**src/rtl/bin2bcd_seq.sv**
```systemverilog
// bin2bcd_seq: sequential binary-to-BCD converter (shift-and-add-3), one input bit per cycle.
// Latency: done pulses IN_W cycles after the accepting edge; a new start is accepted in the done cycle.
// Backpressure: start is ignored while busy; results hold stable until the next done pulse.
//
// Ports:
//   clk      - rising-edge clock
//   reset    - asynchronous, active-high reset
//   start    - conversion request, accepted only when idle
//   in       - IN_W-bit unsigned operand, captured on acceptance
//   busy     - high while a conversion is in progress
//   done     - one-cycle pulse when bcd/overflow carry a new result
//   bcd      - DIGITS packed BCD digits, digit 0 in bits [3:0]
//   overflow - operand did not fit in DIGITS digits (bcd then saturates to all 9s)
//
// Optional build macro: BIN2BCD_BLANK_EN -- leading zero digits are shown as 4'hF
// (digit 0 always numeric, saturated results never blanked).

module bin2bcd_seq #(
  parameter int IN_W   = 14,
  parameter int DIGITS = 4
) (
  input  logic                clk,
  input  logic                reset,
  input  logic                start,
  input  logic [IN_W-1:0]     in,
  output logic                busy,
  output logic                done,
  output logic [4*DIGITS-1:0] bcd,
  output logic                overflow
);

  localparam int BCD_W = 4 * DIGITS;
  localparam int SR_W  = IN_W + BCD_W;
  localparam int CNT_W = $clog2(IN_W + 1);

  typedef enum logic {IDLE, SHIFT} state_t;

  state_t            state, state_nxt;
  logic [SR_W-1:0]   sr, sr_nxt;
  logic [SR_W-1:0]   sr_adj;
  logic [SR_W-1:0]   sr_shift;
  logic [CNT_W-1:0]  cnt, cnt_nxt;
  logic              ovf_sticky, ovf_sticky_nxt;
  logic              ovf_step;
  logic              ovf_final;
  logic              done_nxt;
  logic              overflow_nxt;
  logic [BCD_W-1:0]  bcd_nxt;
  logic [BCD_W-1:0]  digits_fin;
  logic [BCD_W-1:0]  bcd_fmt;
`ifdef BIN2BCD_BLANK_EN
  logic              lead;
`endif

  // Datapath for one iteration: add 3 to each digit >= 5, then shift left.
  // The top digit overflows if a 1 leaves the register or its adjusted value
  // is not a legal digit.
  always_comb begin
    sr_adj = sr;
    for (int i = 0; i < DIGITS; i++) begin
      if (sr[IN_W + 4*i +: 4] >= 4'd5)
        sr_adj[IN_W + 4*i +: 4] = sr[IN_W + 4*i +: 4] + 4'd3;
    end
    sr_shift   = sr_adj << 1;
    ovf_step   = sr_adj[SR_W-1] | (sr_adj[SR_W-1 -: 4] >= 4'd10);
    ovf_final  = ovf_sticky | ovf_step;
    digits_fin = sr_shift[IN_W +: BCD_W];
  end

  // Output formatting of the final digits: saturation wins over blanking.
  always_comb begin
    bcd_fmt = digits_fin;
`ifdef BIN2BCD_BLANK_EN
    lead = 1'b1;
`endif
    if (ovf_final) begin
      for (int i = 0; i < DIGITS; i++)
        bcd_fmt[4*i +: 4] = 4'd9;
    end else begin
`ifdef BIN2BCD_BLANK_EN
      // Walk down from the top digit; blank zeros until the first non-zero.
      for (int i = DIGITS - 1; i >= 1; i--) begin
        if (lead && (digits_fin[4*i +: 4] == 4'd0))
          bcd_fmt[4*i +: 4] = 4'hF;
        else
          lead = 1'b0;
      end
`endif
    end
  end

  // Next-state and output logic.
  always_comb begin
    state_nxt      = state;
    sr_nxt         = sr;
    cnt_nxt        = cnt;
    ovf_sticky_nxt = ovf_sticky;
    done_nxt       = 1'b0;
    bcd_nxt        = bcd;
    overflow_nxt   = overflow;
    busy           = 1'b0;
    case (state)
      IDLE: begin
        if (start) begin
          sr_nxt         = {{BCD_W{1'b0}}, in};
          cnt_nxt        = CNT_W'(IN_W);
          ovf_sticky_nxt = 1'b0;
          state_nxt      = SHIFT;
        end
      end
      SHIFT: begin
        busy           = 1'b1;
        sr_nxt         = sr_shift;
        cnt_nxt        = cnt - CNT_W'(1);
        ovf_sticky_nxt = ovf_final;
        if (cnt == CNT_W'(1)) begin
          done_nxt     = 1'b1;
          bcd_nxt      = bcd_fmt;
          overflow_nxt = ovf_final;
          state_nxt    = IDLE;
        end
      end
      default: state_nxt = IDLE;
    endcase
  end

  always_ff @(posedge clk or posedge reset) begin
    if (reset) begin
      state      <= IDLE;
      sr         <= '0;
      cnt        <= '0;
      ovf_sticky <= 1'b0;
      done       <= 1'b0;
      bcd        <= '0;
      overflow   <= 1'b0;
    end else begin
      state      <= state_nxt;
      sr         <= sr_nxt;
      cnt        <= cnt_nxt;
      ovf_sticky <= ovf_sticky_nxt;
      done       <= done_nxt;
      bcd        <= bcd_nxt;
      overflow   <= overflow_nxt;
    end
  end

endmodule
```
**config.mk**
```make
export PLATFORM = sky130hd
export DESIGN_NAME = bin2bcd_seq
export DESIGN_NICKNAME = d
export VERILOG_FILES = /design/src/rtl/bin2bcd_seq.sv
export SDC_FILE = /design/constraint.sdc
export NUM_CORES = 1
export LEC_CHECK = 0
export ABC_AREA = 1
export BUFFER_PORTS_ARGS = -buffer_cell sky130_fd_sc_hd__buf_2
export CORE_MARGIN = 2
export CORE_UTILIZATION = 46
export CTS_BUF_LIST = sky130_fd_sc_hd__clkbuf_8
export DETAILED_ROUTE_END_ITERATION = 6
export GPL_TIMING_DRIVEN = 0
export PLACE_DENSITY = 0.66
export SYNTH_ARGS = -nofsm -noshare
export SYNTH_HDL_FRONTEND = slang
export SYNTH_SLANG_ARGS = --single-unit
```
**constraint.sdc**
```tcl
create_clock -name clk -period 1.95 [get_ports clk]
set_input_delay 0.0975 -clock clk [delete_from_list [all_inputs] [get_ports clk]]
set_output_delay 0.0975 -clock clk [all_outputs]
set_load 0.05 [all_outputs]
```
==> key figures, run 1 <==
Timing
  – Final Skew: ~0.006 ns
  – Actual slew at the worst max-slew pin: 0.587 ns
  – Fmax: approximately 580 MHz
  – Hold_ws: 0.0175 ns
  – RSZ-0062 raised after global routing: no
  – Slew HR: 0.608
  – Final period util: 0.883
  – Fin. max-slew vios: 0
  – Count of final hold-check violations: 0
  – Fin crit period: around 1.7 ns
  – # setup viols final: 0
  – Final setup TNS: 0 ns

CTS
  – CTS buffer count: 5
  – Post-cts repair resize count: 0
  – Clock sink total: 54
  – Root buffer cell: clkbuf_8
  – Max Root-Sink Buffers: 2
  – CTS tree: done
  – CTS clk-pin slew, worst paths: ~0.10 ns
  – H-tree depth: 2
  – Later-pin clock latency in the skew report: between 0.3 and 0.4 ns

Pwr
  – Cell Pwr Density: between 1500 and 2000 nW/um^2
  – Internal: 2.91 mW
  – Logic gate share of total power: 0.519
  – Clock power share: 0.138
  – P_leak: 1.60 nW
  – Sequential Power Share: 0.343
  – Sw Ratio: 0.483
  – Net Switching: between 2 and 3 mW
  – Total power: around 5.6 mW
  – VDD IR max: around 0.00077 V

Yosys
  – Netlist cell types: 21
  – Number of synthesized flops with an enable pin: 0
  – Most frequent cell after synthesis: nand2_1
  – Synth top area share: 0.525
  – Synth warn: 0
  – Asr flop ratio synth: 1.00
  – Sequential-to-total area share from yosys stat: 0.525
  – Biggest area consumer among synthesized cells: dfrtp_1
  – Largest cells by area after synthesis: dfrtp_1, nand2_1, nand3_1
  – Cells after Synth: roughly 310
  – Flops & latches, synth: 54
  – Mapped Area: ~2600 um^2
  – Most frequent cells after synthesis: nand2_1, dfrtp_1, nand3_1
  – Post-Syn Nets: 335
  – Avg Cell Area, Syn: 8.36 um^2
  – Post-synth top flop: dfrtp_1

Worst setup path
  – Critical Path Max Stage Delay: 0.43 ns
  – FF-to-FF path depth: 9
  – CP required: around 2.2 ns
  – Kind of critical path: register to register
  – End of the critical path: bcd[4]
  – Most used cell along the critical path: nand2_1
  – Crit. Startpoint: sr[26]
  – Critical path startpoint category: register
  – Worst setup EP type: register
  – Register-to-register setup slack: 0.23 ns
  – R2R Path Start: sr[26]
  – CP Max Fanout: 10
  – R2r endpoint: bcd[4]
  – Worst Path Arrival: around 1.9 ns
  – Cell-by-cell trace of the critical path: inv_1, ha_1, inv_1, nand2_1, nand2_1, nand3_1, nand2_1, nand2_4, nand3_1
  – Slowest-stage cell, CP: dfrtp_1

Final layout
  – Antenna cells: 0
  – Finished Core Util: 0.572
  – Syn-to-layout area delta: 20.9%
  – Layout cell share with drive strength beyond 1: 0.153
  – Fin nets: approximately 390

Global route
  – Vias in the first global route: 2100
  – Initial antenna violation count: 0
  – First-pass GRT wire length: around 9500 um
  – Largest net degree at the start of global routing: 29
  – Grt total ovfl: 0
  – GR Util All Layers: 0.196

Drt
  – DRC: 0
  – Initial DRT Pass Iterations: 4
  – DRT Wirelength: approximately 5700 um
  – Vias per Instance: 5.19
  – Post-route ant nets: 0
  – Initial DRC Count: ~110
  – WL per Instance: around 13 um
  – Via count: 2268

Floorplanning
  – Die Footprint: between 6000 and 7000 um^2
  – Number of cell rows: 27
  – Core ar.: ~5400 um^2
  – Top-level I/O count: 36
  – Chip Height: ~79 um
  – Die width: a little under 80 um
  – Initial core utilization: 0.473

Hold path
  – Worst hold-check path type: input port to register

Flow run
  – Max-Cap Viols: 0

Placement
  – Post-DP HPWL: 3890 um
  – RePlAce Congestion: 0.893
  – Buffers on Ports: 35

Outcome
  – Status: finished clean
final cells by class:
class / count / area [um^2]
repair buffers: 50 / 335
fillers: 513 / 2330
plain buffers: 9 / 51.3
clock buffers: 6 / 82.6
multi-input cells: 214 / 1050
clock inverters: 1 / 30.0
well taps: 72 / 90.1
flip-flops and latches: 54 / 1350
inverters: 31 / 116
repair_timing:
| action | in CTS | in global routing |
|---|---|---|
| hold buffers | 14 | 0 |
| endpoints found under the hold margin | 39 | 0 |
| setup buffers | 0 | 0 |
critical path, delay by kind of cell (launching register included):
family	cells	cell delay [ns]
buffers and inverters	2	0.16
adder cells (fa/ha/maj)	1	0.15
AND/OR/NAND/NOR	6	0.88
flip-flops	1	0.43
cell usage in the layout, fill, tap and decap left out, drive strengths merged:
cell type | Yosys | layout
a21boi | 1 | 1
a21oi | 3 | 3
a22o | 1 | 1
a22oi | 1 | 1
buf | 7 | 43
bufinv | 0 | 1
clkbuf | 2 | 8
dfrtp | 54 | 54
dlygate4sd3 | 0 | 14
ha | 10 | 10
inv | 31 | 31
nand2 | 102 | 102
nand3 | 44 | 44
nand4 | 11 | 11
nor2 | 5 | 5
o211ai | 1 | 1
o21ai | 31 | 31
o22ai | 4 | 4
worst min path at each step:
stage / start / slack, ns / cells past startpoint / endpoint
3_3_place_gp: in[6] / 0.30 / 3 / sr[6]
2_1_floorplan: in[10] / 0.22 / 2 / sr[10]
4_1_cts: in[13] / 0.02 / 3 / sr[13]
5_1_grt: in[13] / 0.03 / 3 / sr[13]
6_report: in[13] / 0.02 / 3 / sr[13]
3_5_place_dp: reset / 0.20 / 2 / done
per-layer routing:
layer / vias to the layer above / routed length (um) / GRT usage
met5: - / 0 / 0
met4: 0 / 87 / 0.0702
met3: 9 / 343 / 0.0386
met2: 72 / 2590 / 0.315
met1: 1056 / 2660 / 0.264
li1: 1131 / - / -
power by group through the flow:
stage / clock network, mW / logic, mW / registers (mW)
6_report: 0.779 / 2.92 / 1.93
5_1_grt: 0.830 / 3.29 / 2.00
4_1_cts: 0.798 / 2.93 / 1.93
3_5_place_dp: 0 / 2.91 / 1.95
3_3_place_gp: 0 / 2.85 / 1.94
2_1_floorplan: 0 / 1.63 / 2.54
per-stage QoR:
stage | worst slack [ns] | cells | instance area, um^2
after floorplan | 0.451 | 308 | 2570
after global placement | -0.206 | 415 | 2840
after detailed placement | 0.231 | 416 | 2860
after CTS | 0.224 | 437 | 3110
after global routing | 0.0802 | 437 | 3110
final | 0.229 | 437 | 3110
flip-flops by register name, summed over array words and instances, names as in the netlist:
register / flops
cnt: 4
bcd: 16
done: 1
overflow: 1
sr: 30
ovf_sticky: 1
state: 1
cells by family after synthesis:
kind of cell,synth area share
and+or+nand+nor,0.273
AOI/OAI and AO/OA,0.0880
DFF,0.525
buffers and inverters,0.0651
adders and majority gates,0.0486
Note: power is estimated with default switching activity, not from simulation.
==> run 2: changes to the inputs <==
Settings changed: BUFFER_PORTS_ARGS -buffer_cell sky130_fd_sc_hd__buf_2 to default, DONT_BUFFER_PORTS from default to 1, PLACE_DENSITY 0.66 to default, SETUP_SLACK_MARGIN from default to 0.05.
==> key figures, run 2 (synthesized netlist as in run 1, its figures left out) <==
Placement
  – RePlAce Congestion: about 0.9
  – Buffers on Ports: 0
  – Post-DP HPWL: a little under 4000 um
  – DP Area: between 2000 and 3000 um^2

CTS
  – Later-pin clock latency in the skew report: roughly 0.31 ns
  – CTS tree: done
  – Max Root-Sink Buffers: 2
  – H-tree depth: 2
  – CTS buffer count: 5
  – Number of setup buffers added after CTS: 0
  – Clock sink total: 54
  – CTS clk-pin slew, worst paths: about 0.090 ns
  – Root buffer cell: clkbuf_8

Final layout
  – Syn-to-layout area delta: 14.6%
  – Flip-flop count of the largest register after layout: 30
  – Fin area: about 2900 um^2
  – Layout cell share with drive strength beyond 1: 0.0665
  – Fin nets: 358
  – Biggest regs: sr x30, bcd x16, cnt x4
  – Antenna cells: 0
  – Biggest register: sr
  – Most frequent cells in the layout: nand2_1, dfrtp_1, nand3_1, o21ai_0, inv_1
  – Most common cell after layout, fill and taps aside: nand2_1
  – Fill cell count: approximately 530

Global route
  – Grt total ovfl: 0
  – First-pass GRT wire length: slightly below 10000 um
  – Initial antenna violation count: 0
  – GR Util All Layers: 0.200
  – Largest net degree at the start of global routing: 33
  – Vias in the first global route: 1986

Worst setup path
  – Critical path startpoint category: register
  – CP Max Fanout: 10
  – FF-to-FF path depth: 4
  – Worst setup EP type: register
  – Kind of critical path: register to register
  – Critical Path Max Stage Delay: 0.62 ns
  – WP buf/inv: 2
  – CP required: about 2.2 ns
  – Slowest-stage cell, CP: dfrtp_1
  – Top delay family on crit path: flip-flops
  – Critical path depth: 4
  – Worst Path Arrival: slightly below 2 ns
  – Cell-by-cell trace of the critical path: nor2_2, inv_2, buf_2, o211ai_1
  – Crit. Startpoint: state
  – R2R Path Start: state

Drt
  – Post-route ant nets: 0
  – DRC: 0
  – Initial DRC Count: about 130
  – Initial DRT Pass Iterations: 4
  – DRT Wirelength: between 5000 and 6000 um
  – Via count: around 2100
  – WL per Instance: 13.8 um
  – Vias per Instance: ~5.2

Hold path
  – Worst hold-check path type: input port to register
  – Hold depth: 3
  – Min-delay src: start

Pwr
  – VDD IR max: approximately 0.0008 V
  – Cell Pwr Density: 1850 nW/um^2
  – P_leak: 1.46 nW

Timing
  – Final period util: 0.890
  – Slew HR: 0.598
  – Actual slew at the worst max-slew pin: ~0.6 ns
  – Count of final hold-check violations: 0
  – Fin crit period: 1.74 ns
  – RSZ-0062 raised after global routing: no
  – # setup viols final: 0
  – Final setup TNS: 0 ns
  – Final Skew: 0.00353 ns
  – Fin. max-slew vios: 0
  – Hold_ws: 0.0276 ns
  – Fmax: between 500 and 600 MHz

Floorplanning
  – Chip Height: between 70 and 80 um
  – Top-level I/O count: 36
  – Core ar.: 5440 um^2
  – Die Footprint: a little over 6000 um^2
  – Initial core utilization: 0.473
  – Number of cell rows: 27
  – Die width: between 70 and 80 um

Outcome
  – Status: finished clean

Flow run
  – Max-Cap Viols: 0
-- run 2: cell count changes in the layout (fill, tap and decap cells not counted), sizes merged --
cell / previous run / this run
dlygate4sd3: 14 / 15
buf: 43 / 8
-- run 2: worst register-to-register path: cells and delay by family (launching register included) --
family | cells | cell delay [ns]
compound gates | 1 | 0.20
buf+inv | 2 | 0.38
flops | 1 | 0.62
simple gates | 1 | 0.47
-- run 2: per-stage QoR --
step / total power [mW] / utilization / cells / setup slack [ns]
2_1_floorplan: 4.17 / - / 308 / 0.451
3_3_place_gp: 4.62 / 0.490 / 380 / -0.0923
3_5_place_dp: 4.68 / 0.493 / 381 / 0.211
4_1_cts: 5.49 / 0.542 / 403 / 0.179
5_1_grt: 5.95 / 0.542 / 403 / 0.0665
6_report: 5.44 / 0.542 / 403 / 0.214
-- run 2: cell type report --
class | count | area (um^2) | area share
multi-input combinational | 214 | 1060 | 0.359
clock inverter | 1 | 30.0 | 0.0102
buffer | 9 | 51.3 | 0.0174
tap | 72 | 90.1 | 0.0305
timing repair buffer | 16 | 170 | 0.0577
sequential | 54 | 1350 | 0.458
inverter | 31 | 116 | 0.0395
clock buffer | 6 | 82.6 | 0.0280
-- run 2: power breakdown --
| group | internal [mW] | switching (mW) | leakage (nW) |
|---|---|---|---|
| Sequential | 1.63 | 0.977 | 0.671 |
| Clock | 0.411 | 0.364 | 0.0573 |
| Combinational | 0.732 | 1.33 | 0.731 |
-- run 2: final timing paths --
path | endpoint | slack, ns
max | sr[13] | 0.21
min | sr[12] | 0.03
max reg2reg | sr[13] | 0.21
min reg2reg | cnt[2] | 0.49
max in group asynchronous | bcd[1] | 1.15
min in group asynchronous | bcd[9] | 0.26
-- run 2: repair_timing --
item                                    in CTS  in global routing
hold buffers                                15                  0
gates resized for setup                      0                  1
hold endpoints to repair                    36                  0
endpoints found under the setup margin       0                  9
-- run 2: routing by layer --
metal,up-vias,global-route usage,part of all wire,routed length [um]
li1,1060,-,-,-
met1,997,0.280,0.48,2660
met2,44,0.307,0.46,2570
met3,9,0.0443,0.039,214
met4,0,0.0719,0.018,97
met5,-,0,0,0
==> run 3: changes to the inputs <==
Settings changed: RECOVER_POWER from default to 50.
==> key figures, run 3 (synthesized netlist as in run 1, its figures left out) <==
Outcome
  – Status: finished clean

Final layout
  – Register Area: 1350 um^2
  – Fill cell count: 526
  – Antenna cells: 0
  – Biggest regs: sr x30, bcd x16, cnt x4
  – Most common cell after layout, fill and taps aside: nand2_1
  – Biggest register: sr
  – Flip-flop count of the largest register after layout: 30
  – Layout cell share with drive strength beyond 1: 0.0634
  – Fin cells: 403
  – Fin nets: 358
  – Multi-input gate area: ~1100 um^2
  – Most frequent cells in the layout: nand2_1, dfrtp_1, nand3_1, o21ai_0, inv_1
  – Syn-to-layout area delta: 14.6%

Drt
  – Vias per Instance: ~5.2
  – Post-route ant nets: 0
  – Via count: roughly 2100
  – Initial DRT Pass Iterations: 4
  – DRT Wirelength: 5540 um
  – Initial DRC Count: 134
  – WL per Instance: approximately 14 um
  – DRC: 0

Floorplanning
  – Core ar.: 5440 um^2
  – Chip Height: roughly 80 um
  – Initial core utilization: 0.473
  – Top-level I/O count: 36
  – Die width: between 70 and 80 um
  – Number of cell rows: 27
  – Die Footprint: 6210 um^2

CTS
  – Max Root-Sink Buffers: 2
  – CTS buffer count: 5
  – Root buffer cell: clkbuf_8
  – CTS clk-pin slew, worst paths: approximately 0.090 ns
  – Clock sink total: 54
  – Number of setup buffers added after CTS: 0
  – CTS tree: done
  – H-tree depth: 2
  – Later-pin clock latency in the skew report: around 0.31 ns

Timing
  – # setup viols final: 0
  – Final Skew: approximately 0.0035 ns
  – Slew HR: 0.401
  – Fin crit period: about 1.7 ns
  – Final period util: 0.890
  – RSZ-0062 raised after global routing: no
  – Count of final hold-check violations: 0
  – Fin. max-slew vios: 0
  – Actual slew at the worst max-slew pin: between 0.8 and 0.9 ns
  – Final setup TNS: 0 ns
  – Fmax: roughly 580 MHz

Hold path
  – Worst hold-check path type: input port to register
  – Min-delay src: start

Worst setup path
  – Critical Path Max Stage Delay: roughly 0.62 ns
  – CP required: approximately 2.2 ns
  – Worst setup EP type: register
  – CP Max Fanout: 10
  – Top delay family on crit path: flip-flops
  – Critical path startpoint category: register
  – Cell-by-cell trace of the critical path: nor2_2, inv_2, buf_2, o211ai_1
  – WP buf/inv: 2
  – Slowest-stage cell, CP: dfrtp_1
  – Worst Path Arrival: between 1.5 and 2 ns
  – R2R Path Start: state
  – Kind of critical path: register to register
  – Crit. Startpoint: state

Placement
  – Post-DP HPWL: approximately 3900 um
  – RePlAce Congestion: between 0.8 and 0.9
  – DP Cell Count: 381
  – Buffers on Ports: 0

Global route
  – GR Util All Layers: 0.200
  – Initial antenna violation count: 0
  – Vias in the first global route: slightly below 2000
  – First-pass GRT wire length: approximately 9600 um
  – Largest net degree at the start of global routing: 33
  – Grt total ovfl: 0

Pwr
  – VDD IR max: 0.000817 V
  – Cell Pwr Density: approximately 1800 nW/um^2
  – P_leak: between 1 and 1.5 nW

Flow run
  – Max-Cap Viols: 0
## run 3: cell counts in the layout (fill, tap and decap cells not counted)
Identical to the previous run, type by type.
## run 3: layer usage
metal	wire length, um	global-route usage	share of wire
met2	2570	0.307	0.46
met1	2660	0.280	0.48
met5	0	0	0
met4	97	0.0719	0.018
met3	214	0.0443	0.039
## run 3: worst paths after layout
| path | endpoint | slack [ns] | cells after the start |
|---|---|---|---|
| min in group asynchronous | bcd[9] | 0.41 | 2 |
| worst min-delay path | sr[12] | 0.03 | 3 |
| max in group asynchronous | bcd[1] | 0.87 | 3 |
| worst max-delay path | sr[13] | 0.21 | 4 |
| worst min register to register | cnt[2] | 0.49 | 1 |
| worst max register to register | sr[13] | 0.21 | 4 |
## run 3: through the flow
stage / setup WS (ns) / power (mW) / hold slack [ns] / cell area [um^2] / utilization
after global placement: -0.0923 / 4.62 / 0.220 / 2660 / 0.490
after global routing: 0.0665 / 5.95 / 0.0371 / 2950 / 0.542
after floorplan: 0.451 / 4.17 / 0.217 / 2570 / -
final: 0.214 / 5.44 / 0.0276 / 2950 / 0.542
after detailed placement: 0.211 / 4.68 / 0.0427 / 2680 / 0.493
after CTS: 0.179 / 5.49 / 0.0209 / 2950 / 0.542
## run 3: what timing repair did
item / CTS / global route
endpoints found under the hold margin: 36 / 0
setup endpoints to repair: 0 / 9
gates resized for setup: 0 / 1
hold buffers: 15 / 0
## run 3: worst min-delay path, stage by stage
cell,delay [ns]
nor2_2,0.07
nand2_1,0.07
nand3_1,0.06
## run 3: layout make-up
type,count,share of cell area
Sequential cell,54,0.458
Multi-Input combinational cell,214,0.359
Timing Repair Buffer,16,0.0577
Inverter,31,0.0395
Tap cell,72,0.0305
Clock buffer,6,0.0280
Buffer,9,0.0174
Clock inverter,1,0.0102
## run 3: where the power goes
group	total (mW)	internal, mW	switching, mW
clock	0.775	0.411	0.364
combinational	2.07	0.732	1.33
sequential	2.60	1.63	0.977
total	5.44	2.77	2.67
